<file path="src/rtl/mod_select_seq_pkg.sv">
// Shared types and helpers for the mod-compare-select unit.
// Holds the FSM state encoding and the counter width derivation.
package mod_select_seq_pkg;

   typedef enum logic [1:0] {
      IDLE = 2'd0,
      CALC = 2'd1,
      CMP  = 2'd2,
      DONE = 2'd3
   } stateT;

   function automatic int cntWidth(input int w);
      return $clog2(w + 1);
   endfunction

endpackage

</file>
<file path="src/rtl/mod_select_seq_core.sv">
// Iterative restoring remainder, one dividend bit per cycle, MSB first.
// Done is high during the final iteration cycle.
module mod_seq_core
   import mod_select_seq_pkg::*;
#(
   parameter int W    = 64,
   parameter int CNTW = cntWidth(W)
) (
   input  logic         Clk,
   input  logic         Rst,
   input  logic         Start,
   input  logic [W-1:0] Dividend,
   input  logic [W-1:0] Divisor,
   output logic         Busy,
   output logic         Done,
   output logic [W-1:0] Remainder
);

   localparam logic [CNTW-1:0] LAST = CNTW'(W - 1);

   logic [W-1:0]    shiftReg;
   logic [W-1:0]    divReg;
   logic [CNTW-1:0] cnt;
   logic [W:0]      trial;
   logic [W-1:0]    diff;
   logic            fits;

   // Trial value keeps the carried-out bit so large divisors compare correctly
   always_comb begin
      trial = {Remainder, shiftReg[W-1]};
      diff  = trial[W-1:0] - divReg;
      fits  = trial >= {1'b0, divReg};
   end

   assign Done = Busy && (cnt == LAST);

   always_ff @(posedge Clk or negedge Rst) begin
      if (!Rst) begin
         shiftReg  <= '0;
         divReg    <= '0;
         Remainder <= '0;
         cnt       <= '0;
         Busy      <= 1'b0;
      end else if (Start) begin
         shiftReg  <= Dividend;
         divReg    <= Divisor;
         Remainder <= '0;
         cnt       <= '0;
         Busy      <= 1'b1;
      end else if (Busy) begin
         Remainder <= fits ? diff : trial[W-1:0];
         shiftReg  <= {shiftReg[W-2:0], 1'b0};
         cnt       <= Done ? '0 : cnt + CNTW'(1);
         if (Done) Busy <= 1'b0;
      end
   end

endmodule

</file>
<file path="src/rtl/mod_select_seq.sv">
// Sequential mod-compare-select: g = A mod C, Z = (g == Zero) ? A-1 : C+1.
// One transaction in flight, valid/ready on both sides.
module mod_select_seq
   import mod_select_seq_pkg::*;
#(
   parameter int DATAWIDTH = 64,
   parameter int CNTW      = cntWidth(DATAWIDTH)
) (
   input  logic                 Clk,
   input  logic                 Rst,
   input  logic                 InValid,
   output logic                 InReady,
   input  logic [DATAWIDTH-1:0] A,
   input  logic [DATAWIDTH-1:0] C,
   input  logic [DATAWIDTH-1:0] Zero,
   output logic                 OutValid,
   input  logic                 OutReady,
   output logic [DATAWIDTH-1:0] Z,
   output logic [DATAWIDTH-1:0] Rem,
   output logic                 Eq,
   output logic                 Gt,
   output logic                 Lt,
   output logic                 DivZero
);

   localparam logic [DATAWIDTH-1:0] ONE = {{(DATAWIDTH-1){1'b0}}, 1'b1};

   stateT state, nextState;

   logic [DATAWIDTH-1:0] aReg, cReg, zeroReg;
   logic [DATAWIDTH-1:0] coreRem, gVal;
   logic                 divZeroReg;
   logic                 accept, cIsZero, coreStart;
   logic                 coreBusy, coreDone;

   assign InReady   = (state == IDLE);
   assign OutValid  = (state == DONE);
   assign accept    = InValid && InReady;
   assign cIsZero   = (C == '0);
   assign coreStart = accept && !cIsZero && !coreBusy;
   assign gVal      = divZeroReg ? aReg : coreRem;

   mod_seq_core #(
      .W    (DATAWIDTH),
      .CNTW (CNTW)
   ) core (
      .Clk       (Clk),
      .Rst       (Rst),
      .Start     (coreStart),
      .Dividend  (A),
      .Divisor   (C),
      .Busy      (coreBusy),
      .Done      (coreDone),
      .Remainder (coreRem)
   );

   always_ff @(posedge Clk or negedge Rst) begin
      if (!Rst) state <= IDLE;
      else      state <= nextState;
   end

   always_comb begin
      nextState = state;
      unique case (state)
         IDLE: if (accept) nextState = cIsZero ? CMP : CALC;
         CALC: if (coreDone) nextState = CMP;
         CMP:  nextState = DONE;
         DONE: if (OutReady) nextState = IDLE;
         default: nextState = IDLE;
      endcase
   end

   always_ff @(posedge Clk or negedge Rst) begin
      if (!Rst) begin
         aReg       <= '0;
         cReg       <= '0;
         zeroReg    <= '0;
         divZeroReg <= 1'b0;
      end else if (accept) begin
         aReg       <= A;
         cReg       <= C;
         zeroReg    <= Zero;
         divZeroReg <= cIsZero;
      end
   end

   always_ff @(posedge Clk or negedge Rst) begin
      if (!Rst) begin
         Z       <= '0;
         Rem     <= '0;
         Eq      <= 1'b0;
         Gt      <= 1'b0;
         Lt      <= 1'b0;
         DivZero <= 1'b0;
      end else if (state == CMP) begin
         Rem     <= gVal;
         Eq      <= gVal == zeroReg;
         Gt      <= gVal > zeroReg;
         Lt      <= gVal < zeroReg;
         DivZero <= divZeroReg;
         Z       <= (gVal == zeroReg) ? aReg - ONE : cReg + ONE;
      end
   end

endmodule

</file>
<file path="config.mk">
export PLATFORM = sky130hd
export DESIGN_NAME = mod_select_seq
export DESIGN_NICKNAME = d
export VERILOG_FILES = /design/src/rtl/mod_select_seq_pkg.sv /design/src/rtl/mod_select_seq_core.sv /design/src/rtl/mod_select_seq.sv
export SDC_FILE = /design/constraint.sdc
export NUM_CORES = 1
export LEC_CHECK = 0
export CAP_MARGIN = 40
export CORE_MARGIN = 2
export CORE_UTILIZATION = 60
export CTS_CLUSTER_DIAMETER = 40
export DETAILED_ROUTE_END_ITERATION = 10
export GPL_TIMING_DRIVEN = 0
export HOLD_SLACK_MARGIN = 0.06
export PLACE_DENSITY_LB_ADDON = 0.2
export SLEW_MARGIN = 20
export SYNTH_ARGS = -nofsm -noshare
export SYNTH_HDL_FRONTEND = slang
export SYNTH_SLANG_ARGS = --single-unit
</file>
<file path="constraint.sdc">
create_clock -name Clk -period 6.47 [get_ports Clk]
set_input_delay 1.6175 -clock Clk [delete_from_list [all_inputs] [get_ports Clk]]
set_output_delay 1.6175 -clock Clk [all_outputs]
set_load 0.01 [all_outputs]
</file>
Word-level counts from Yosys, hierarchy flattened

Cells that the tools add are included.

Bits in registers: 527
Word-level logic and storage cells: 59

Add/sub/neg operators: 4
$lt $le $gt $ge: 3
Equal/unequal tests: 8
Multiplexer cells: 18
Reductions and logical operators: 10

Operators by type and width:

| cell                                                  | number |
|---|---|
| two-way mux 64 bit                                    | 7 |
| greater-or-equal comparator 65 x 64 -> 1 bit          | 1 |
| adder 64 x 1 -> 64 bit, second input constant         | 1 |
| equality test 64 bit                                  | 1 |
| > comparator 64 bit                                   | 1 |
| zero test 64 bit                                      | 1 |
| less-than comparator 64 bit                           | 1 |
| subtractor 64 x 1 -> 64 bit, second input constant    | 1 |
| subtractor 64 bit                                     | 1 |
| two-way mux 7 bit                                     | 3 |
| two-way mux 2 bit                                     | 4 |
| case mux 2 bit (4 select lines)                       | 1 |
| adder 7 x 1 -> 7 bit, second input constant           | 1 |
| equality test 7 x 6 -> 1 bit, second input constant   | 1 |
| inequality test 2 x 1 -> 1 bit, second input constant | 3 |
| equality test 2 bit, second input constant            | 2 |
| logical AND 1 bit                                     | 4 |
| two-way mux 1 bit                                     | 3 |
| AND reduction 3 bit                                   | 1 |
| equality test 2 x 1 -> 1 bit, second input constant   | 1 |
| zero test 1 bit                                       | 2 |
| zero test 2 bit                                       | 1 |
| nonzero test 2 bit                                    | 1 |

Logic depth before layout (Yosys ltp)

Gate-level depths: netlist of the first run.

Depth in word-level cells: 5
Gate-level depth with buffers: 16
Mapped depth without buffers: 13

By module

Synthesis of the first run repeated with hierarchy kept, for this count alone.

Cells, all modules: 3133
Area, all modules: 30524.3 um^2

Modules (own cells, without submodules):

| module         | instances | cells each | area each (um^2) |
|---|---|---|---|
| mod_select_seq | 1         | 1540       | 17523.1 |
| mod_seq_core   | 1         | 1593       | 13001.2 |

Least setup slack after synthesis of the first run

Ideal clock, no wire load.

Path kind: input to register
From: input C[49]
To: register core.divReg[54]
Setup time: 0.130 ns
Data arrival time: 3.619 ns
Required time: 6.340 ns
Slack: 2.721 ns
Cell stages on the path: 11
Buffers on the path: 4
Cells stage by stage: nor4_1 nand4_1 nor4_1 or2_2 clkbuf_1 nor2_1 clkbuf_1 clkbuf_1 clkbuf_1 nand2_1 o21ai_0

Longest elaborated chain between the ends: 4

Ends and longest elaborated chain:

| item                            | line                      | RTL |
|---|---|---|
| from (decl)                     | mod_select_seq.sv:14      | `input logic [DATAWIDTH-1:0] C,` |
| zero test 64 bit                | mod_select_seq.sv:39      | `assign cIsZero = (C == '0);` |
| zero test 1 bit                 | mod_select_seq.sv:40      | `assign coreStart = accept && !cIsZero && !coreBusy;` |
| logical AND 1 bit (2 in series) | mod_select_seq.sv:40      |  |
| to (signal assigned)            | mod_select_seq_core.sv:46 | `divReg <= Divisor;` |
| to (decl)                       | mod_select_seq_core.sv:22 | `logic [W-1:0] divReg;` |

No other way between the ends.
A chain may end at the register's enable or synchronous reset.

Worst setup path after layout of the first run

From: input C[62]
To: register core.divReg[62]

Longest elaborated chain between the ends: 4

Ends and longest elaborated chain:

| item                            | line |
|---|---|
| zero test 64 bit                | mod_select_seq.sv:39 |
| zero test 1 bit                 | mod_select_seq.sv:40 |
| logical AND 1 bit (2 in series) | mod_select_seq.sv:40 |

Several ways; a longest one is shown, not always the timed one.

==> results of run 1 <==
power by group:
part	internal [mW]	switching [mW]	leakage, nW
Clock	2.82	1.83	1.42
Combinational	5.22	6.61	8.49
Sequential	4.96	1.81	6.31
synthesized netlist by cell type (all sizes together) (3+ instances only):
library cell	n	area share
a22o	12	0.0035
a211o	3	0.00088
or3	12	0.0025
or2	8	0.0017
a311oi	3	0.00088
and2	5	0.0010
and4	11	0.0032
xor2	55	0.016
a21oi	146	0.024
nor2	328	0.041
o21a	9	0.0022
o31ai	8	0.0020
mux2	287	0.11
o21bai	12	0.0030
nor2b	18	0.0037
a21o	74	0.018
nand3	52	0.0088
o221ai	7	0.0020
nor3	33	0.0055
nand4b	3	0.00088
dfrtp	527	0.44
and3	20	0.0042
mux2i	88	0.029
xnor2	120	0.035
buf	21	0.0028
o211ai	27	0.0067
o31a	5	0.0015
or4	9	0.0026
nand2	305	0.038
o2bb2ai	5	0.0015
a21boi	8	0.0020
o22ai	6	0.0013
nor4	45	0.011
nand2b	10	0.0021
a32oi	6	0.0017
o41ai	3	0.00088
a211oi	24	0.0060
o21ai	268	0.045
ha	135	0.056
a22oi	10	0.0025
nand4	61	0.013
a31oi	13	0.0027
clkbuf	147	0.018
inv	168	0.021
kinds of logic after synthesis:
| family | Yosys count | share of synthesized area |
|---|---|---|
| compound gates | 659 | 0.132 |
| xor+xnor | 175 | 0.0510 |
| fa+ha+maj | 136 | 0.0569 |
| buf+inv | 338 | 0.0424 |
| flops | 527 | 0.439 |
| mux | 375 | 0.137 |
| simple gates | 926 | 0.142 |
registers in the layout (all words and copies together) (netlist names):
register and count:
core.shiftReg 64, cReg 64, Gt 1, divZeroReg 1
Lt 1, core.Remainder 64, Z 64, state 2
Eq 1, core.Busy 1, core.divReg 64, core.cnt 7
aReg 64, zeroReg 64, DivZero 1, Rem 64
per-stage QoR:
| step | util | total power [mW] | cells | instance area, um2 | hold WS, ps |
|---|---|---|---|---|---|
| 2_1_floorplan | - | 13.9 | 3136 | 30000 | 452 |
| 3_3_place_gp | 0.695 | 17.7 | 4129 | 34200 | 460 |
| 3_5_place_dp | 0.701 | 18.1 | 4148 | 34400 | 468 |
| 4_1_cts | 0.760 | 22.9 | 4304 | 37400 | 478 |
| 5_1_grt | 0.762 | 24.5 | 4314 | 37400 | 507 |
| 6_report | 0.762 | 23.2 | 4316 | 37400 | 476 |
final timing paths:
check / from / to / slack (ps) / depth (start not counted)
max: C[62] / core.divReg[62]$_DFFE_PN0P_ / 780 / 13
min: Z[39]$_DFFE_PN0P_ / Z[39]$_DFFE_PN0P_ / 480 / 1
max reg2reg: divZeroReg$_DFFE_PN0P_ / Z[11]$_DFFE_PN0P_ / 840 / 15
min reg2reg: Z[39]$_DFFE_PN0P_ / Z[39]$_DFFE_PN0P_ / 480 / 1
max in group asynchronous: Rst / core.Remainder[19]$_DFFE_PN0P_ / 4190 / 3
min in group asynchronous: Rst / Rem[13]$_DFFE_PN0P_ / 920 / 1
final cells by class:
| type | instances | area, um2 |
|---|---|---|
| well taps | 664 | 831 |
| flip-flops and latches | 527 | 13200 |
| plain buffers | 168 | 636 |
| clock inverters | 56 | 612 |
| fillers | 3311 | 11700 |
| repair buffers | 358 | 3660 |
| inverters | 170 | 638 |
| clock buffers | 100 | 2310 |
| diodes | 2 | 5.00 |
| multi-input cells | 2271 | 15600 |
cell usage in the layout (no fill, tap or decap), drive strengths merged, types with 7 or more instances in the layout:
master | Yosys | routed
a211oi | 24 | 24
a21boi | 8 | 8
a21o | 74 | 74
a21oi | 146 | 146
a22o | 12 | 12
a22oi | 10 | 10
a31oi | 13 | 13
and3 | 20 | 20
and4 | 11 | 11
buf | 21 | 46
clkbuf | 147 | 250
clkdlybuf4s50 | 0 | 328
clkinv | 2 | 20
clkinvlp | 0 | 7
dfrtp | 527 | 527
ha | 135 | 135
inv | 168 | 194
mux2 | 287 | 287
mux2i | 88 | 88
nand2 | 305 | 305
nand2b | 10 | 10
nand3 | 52 | 52
nand4 | 61 | 61
nor2 | 328 | 328
nor2b | 18 | 18
nor3 | 33 | 33
nor4 | 45 | 45
o211ai | 27 | 27
o21a | 9 | 9
o21ai | 268 | 268
o21bai | 12 | 12
o221ai | 7 | 7
o31ai | 8 | 8
or2 | 8 | 8
or3 | 12 | 12
or4 | 9 | 9
xnor2 | 120 | 120
xor2 | 55 | 55
layer usage:
| metal | share of wire | GRT usage | vias to the layer above | routed length [um] |
|---|---|---|---|---|
| met4 | 0.084 | 0.300 | 0 | 9210 |
| met3 | 0.099 | 0.0922 | 387 | 10800 |
| met5 | 0 | 0 | - | 0 |
| met1 | 0.38 | 0.529 | 13300 | 41200 |
| li1 | - | - | 11900 | - |
| met2 | 0.44 | 0.632 | 1594 | 48300 |
critical path, delay by kind of cell:
family,cells,cell delay (ps)
and+or+nand+nor,6,1760
AOI/OAI and AO/OA,1,130
buffers and inverters,6,2640
==> summary.txt, run 1 <==
Final layout
  • Area delta synth->final: 24.7%
  • Ratio of cells with drive above 1 in the final layout: 0.135
  • Layout net count: slightly below 4000

Setup path
  • Crit Path Max Fanout: 10
  • Crit path DAT: 6160 ps
  • Kind of critical path: in2reg
  • Crit path capture type: flop
  • Startpoint types: primary input
  • Worst stage delay on the critical path: 690 ps
  • Cell repeated most along the worst path: clkbuf_1
  • Crit-path cells: clkdlybuf4s50_1 > nor4_1 > clkbuf_2 > nand4_1 > nor4_1 > or2_2 > clkbuf_1 > nor2_1 > clkbuf_1 > clkbuf_1 > clkbuf_1 > nand2_1 > o21ai_0
  • Required time of the critical path: ~7000 ps
  • Slowest cell on the critical path: nor4_1

Clock network
  • Post-CTS sizing: 0
  • CTS Hold Bufs: 0
  • TritonCTS clock tree: built
  • Root buf cell: clkbuf_16
  • Clk Latency, worst-skew pair: about 640 ps
  • CTS buffer count: 84
  • Post-CTS setup buffer count: 0
  • # clock sinks: 527
  • Clock Path Buffers: 3
  • Reg clk slew, reported paths: 60 ps
  • H-tree depth: 3

STA
  • Pins Over Slew Limit: 0
  • Final Hold Fails: 0
  • Clock Skew: between 20 and 30 ps
  • Setup violators final: 0
  • Unrepaired setup endpoints after global routing: false
  • Worst-margin pin slew: 971 ps
  • Fin crit share: 0.880
  • FMAX: between 0.15 and 0.2 GHz
  • Rel. slew slack: 0.352
  • Setup TNS: 0 ps
  • Worst Slack Setup Final: 779 ps
  • Clock period minus worst slack: 5690 ps

Die
  • Die width: between 200 and 250 um
  • Die H: between 200 and 250 um
  • Die ar.: between 50000 and 60000 um2
  • IO Pins: 330
  • Starting Density: 0.611
  • Area of the core: approximately 49000 um2
  • Row count: 81

GRT
  • All-layer global routing usage: 0.416
  • Initial antenna violation count: 2
  • Total grt overflow: 0
  • Vias in the first global route: 27300
  • Largest net degree at the start of global routing: 105
  • First-pass GRT wire length: 164000 um

Synthesis
  • Main synth FF type: dfrtp_1
  • Synth Register Bits: ~530
  • Sequential-to-total area share from yosys stat: 0.439
  • Cells after Synth: between 3000 and 4000
  • Synth warnings: 0
  • Post-synthesis cell area: between 30000 and 40000 um2
  • Number of synthesized flops with an enable pin: 0
  • Cell variety after synth: 69
  • Synth Net Count: 3468
  • Synth async-reset ratio: 1.00
  • Syn Area/Cell: around 9.6 um2

Placement
  • Detail Placement HPWL: 84300 um
  • IO Port Bufs: 329
  • DP Worst Slack: between 100 and 150 ps
  • Final GP Congestion: 1.01

Drt
  • Via Count: 27200
  • First-pass detailed-route iteration total: 6
  • Routed wire per std cell: 25.4 um
  • Residual DRC: 0
  • Initial detailed-routing violation count: about 2700
  • Final ANT Viol Nets: 0
  • Routed wire length: roughly 110000 um
  • DR vias/cell: roughly 6.3

Power and ir drop
  • Pwr/cell area: roughly 620 nW/um2
  • LEAKAGE: roughly 16 nW
  • Worst vdd ir: between 300 and 400 uV

Min path
  • HP Class: reg2reg

Status
  • Outcome: finished, final reports clean

Flow run
  • Max_cap viols: 0
No activity file was read; power rests on OpenSTA's default activity.
==> run 2: changes to the inputs <==
--- a/config.mk
+++ b/config.mk
@@ -10,6 +10,7 @@
 export CORE_UTILIZATION = 60
 export CTS_CLUSTER_DIAMETER = 40
 export DETAILED_ROUTE_END_ITERATION = 10
+export GPL_ROUTABILITY_DRIVEN = 0
 export GPL_TIMING_DRIVEN = 0
 export HOLD_SLACK_MARGIN = 0.06
 export PLACE_DENSITY_LB_ADDON = 0.2
==> summary.txt, run 2 (synthesis gave the netlist of run 1 again) <==
Setup path
  • Worst reg2reg startpoint: core.Remainder[28]$_DFFE_PN0P_
  • Startpoint types: primary input
  • Crit path capture type: flop
  • Crit path DAT: approximately 6300 ps
  • Required time of the critical path: between 6000 and 7000 ps
  • Critical Path Source: C[62]
  • Crit Path Max Fanout: 10
  • Kind of critical path: in2reg

Clock network
  • CTS Hold Bufs: 0
  • # clock sinks: 527
  • TritonCTS clock tree: built
  • Post-CTS sizing: 0
  • CTS buffer count: a little under 80
  • Clock Path Buffers: 3
  • Clk Latency, worst-skew pair: between 600 and 700 ps
  • Post-CTS setup buffer count: 0
  • Reg clk slew, reported paths: around 60 ps
  • Root buf cell: clkbuf_16
  • H-tree depth: 3

Die
  • Die width: between 200 and 250 um
  • Starting Density: 0.611
  • Area of the core: ~49000 um2
  • Die H: roughly 230 um
  • Die ar.: 51900 um2
  • Row count: between 80 and 90
  • IO Pins: 330

Final layout
  • Area delta synth->final: 24.1%
  • Area of the multi-input gates: between 15000 and 20000 um2
  • Most frequent cells in the layout: dfrtp_1, nor2_1, clkdlybuf4s50_1, nand2_1, mux2_2
  • Commonest non-fill, non-tap cell in the layout: dfrtp_1
  • Final core occ: 0.758
  • Layout net count: between 3000 and 4000
  • FF+latch area: 13200 um2
  • Cell area after layout: between 30000 and 40000 um2
  • Ratio of cells with drive above 1 in the final layout: 0.132
  • Fill count: about 3200

Drt
  • Initial detailed-routing violation count: 3299
  • Via Count: between 20000 and 30000
  • DR vias/cell: approximately 6.4
  • First-pass detailed-route iteration total: 8
  • Routed wire length: about 110000 um
  • Final ANT Viol Nets: 0
  • Routed wire per std cell: approximately 25 um
  • Residual DRC: 0

STA
  • Unrepaired setup endpoints after global routing: false
  • Worst-margin pin slew: around 970 ps
  • Rel. slew slack: 0.346
  • Fin crit share: 0.893
  • Setup violators final: 0
  • Worst Slack Setup Final: ~700 ps
  • Clock Skew: ~29 ps
  • Min Hold Slack: 489 ps
  • Clock period minus worst slack: a little under 6000 ps
  • Pins Over Slew Limit: 0
  • Final Hold Fails: 0
  • FMAX: roughly 0.17 GHz

Placement
  • DP Area: approximately 34000 um2
  • Detail Placement HPWL: 81400 um
  • DP Worst Slack: -48.9 ps
  • IO Port Bufs: approximately 330

Power and ir drop
  • Pwr/cell area: a little over 600 nW/um2
  • Tot Pwr: 23.0 mW
  • LEAKAGE: about 16 nW
  • Worst vdd ir: approximately 320 uV

GRT
  • All-layer global routing usage: 0.410
  • Initial antenna violation count: 5
  • Largest net degree at the start of global routing: 94
  • First-pass GRT wire length: between 150000 and 200000 um
  • Vias in the first global route: between 20000 and 30000
  • Total grt overflow: 0

Flow run
  • Max_cap viols: 0

Min path
  • Hold_sp: core.shiftReg[48]$_DFFE_PN0P_
  • HP Class: reg2reg

Status
  • Outcome: finished, final reports clean
run 2: cell count changes in the layout (fill, tap and decap cells not counted), sizes merged:
cell	previous run	this run
inv	194	179
clkinvlp	7	10
clkbuf	250	243
clkdlybuf4s15	1	0
bufinv	5	9
dlymetal6s2s	1	0
buf	46	48
clkinv	20	21
run 2: final timing paths:
kind,endpoint,slack (ps),cells past startpoint
max in group asynchronous,core.divReg[57]$_DFFE_PN0P_,3890,4
max,core.divReg[1]$_DFFE_PN0P_,700,12
min,core.shiftReg[49]$_DFFE_PN0P_,490,2
min in group asynchronous,Rem[14]$_DFFE_PN0P_,960,1
max reg2reg,core.Remainder[23]$_DFFE_PN0P_,1060,14
min reg2reg,core.shiftReg[49]$_DFFE_PN0P_,490,2
run 2: metrics by stage:
| stage | setup TNS (ps) | cells |
|---|---|---|
| detailed placement | -342 | 4145 |
| CTS | 0 | 4287 |
| global route | 0 | 4301 |
| floorplan | 0 | 3136 |
| global placement | -9710060 | 4129 |
| finish | 0 | 4302 |
run 2: per-layer routing:
metal / GRT usage / part of all wire
met2: 0.610 / 0.43
met1: 0.497 / 0.35
met4: 0.351 / 0.099
met5: 0 / 0.00017
met3: 0.110 / 0.12
run 2: layout make-up:
| type | instances | share of cell area |
|---|---|---|
| clock buffer | 93 | 0.0571 |
| inverter | 170 | 0.0171 |
| timing repair buffer | 358 | 0.0989 |
| antenna | 2 | 0.000134 |
| multi-input combinational | 2271 | 0.418 |
| tap | 664 | 0.0223 |
| buffer | 168 | 0.0171 |
| sequential | 527 | 0.354 |
| clock inverter | 49 | 0.0157 |
run 2: power breakdown:
part	internal (mW)	switching, mW
Clock	2.74	1.67
Combinational	5.22	6.63
Sequential	4.96	1.81
run 2: worst max-delay path: stages:
cell,delay (ps)
clkdlybuf4s50_1,690
nor4_1,390
clkbuf_2,230
nand4_1,220
nor4_1,590
or2_2,200
clkbuf_1,620
nor2_1,130
clkbuf_1,390
clkbuf_1,420
clkbuf_1,440
o21ai_0,320
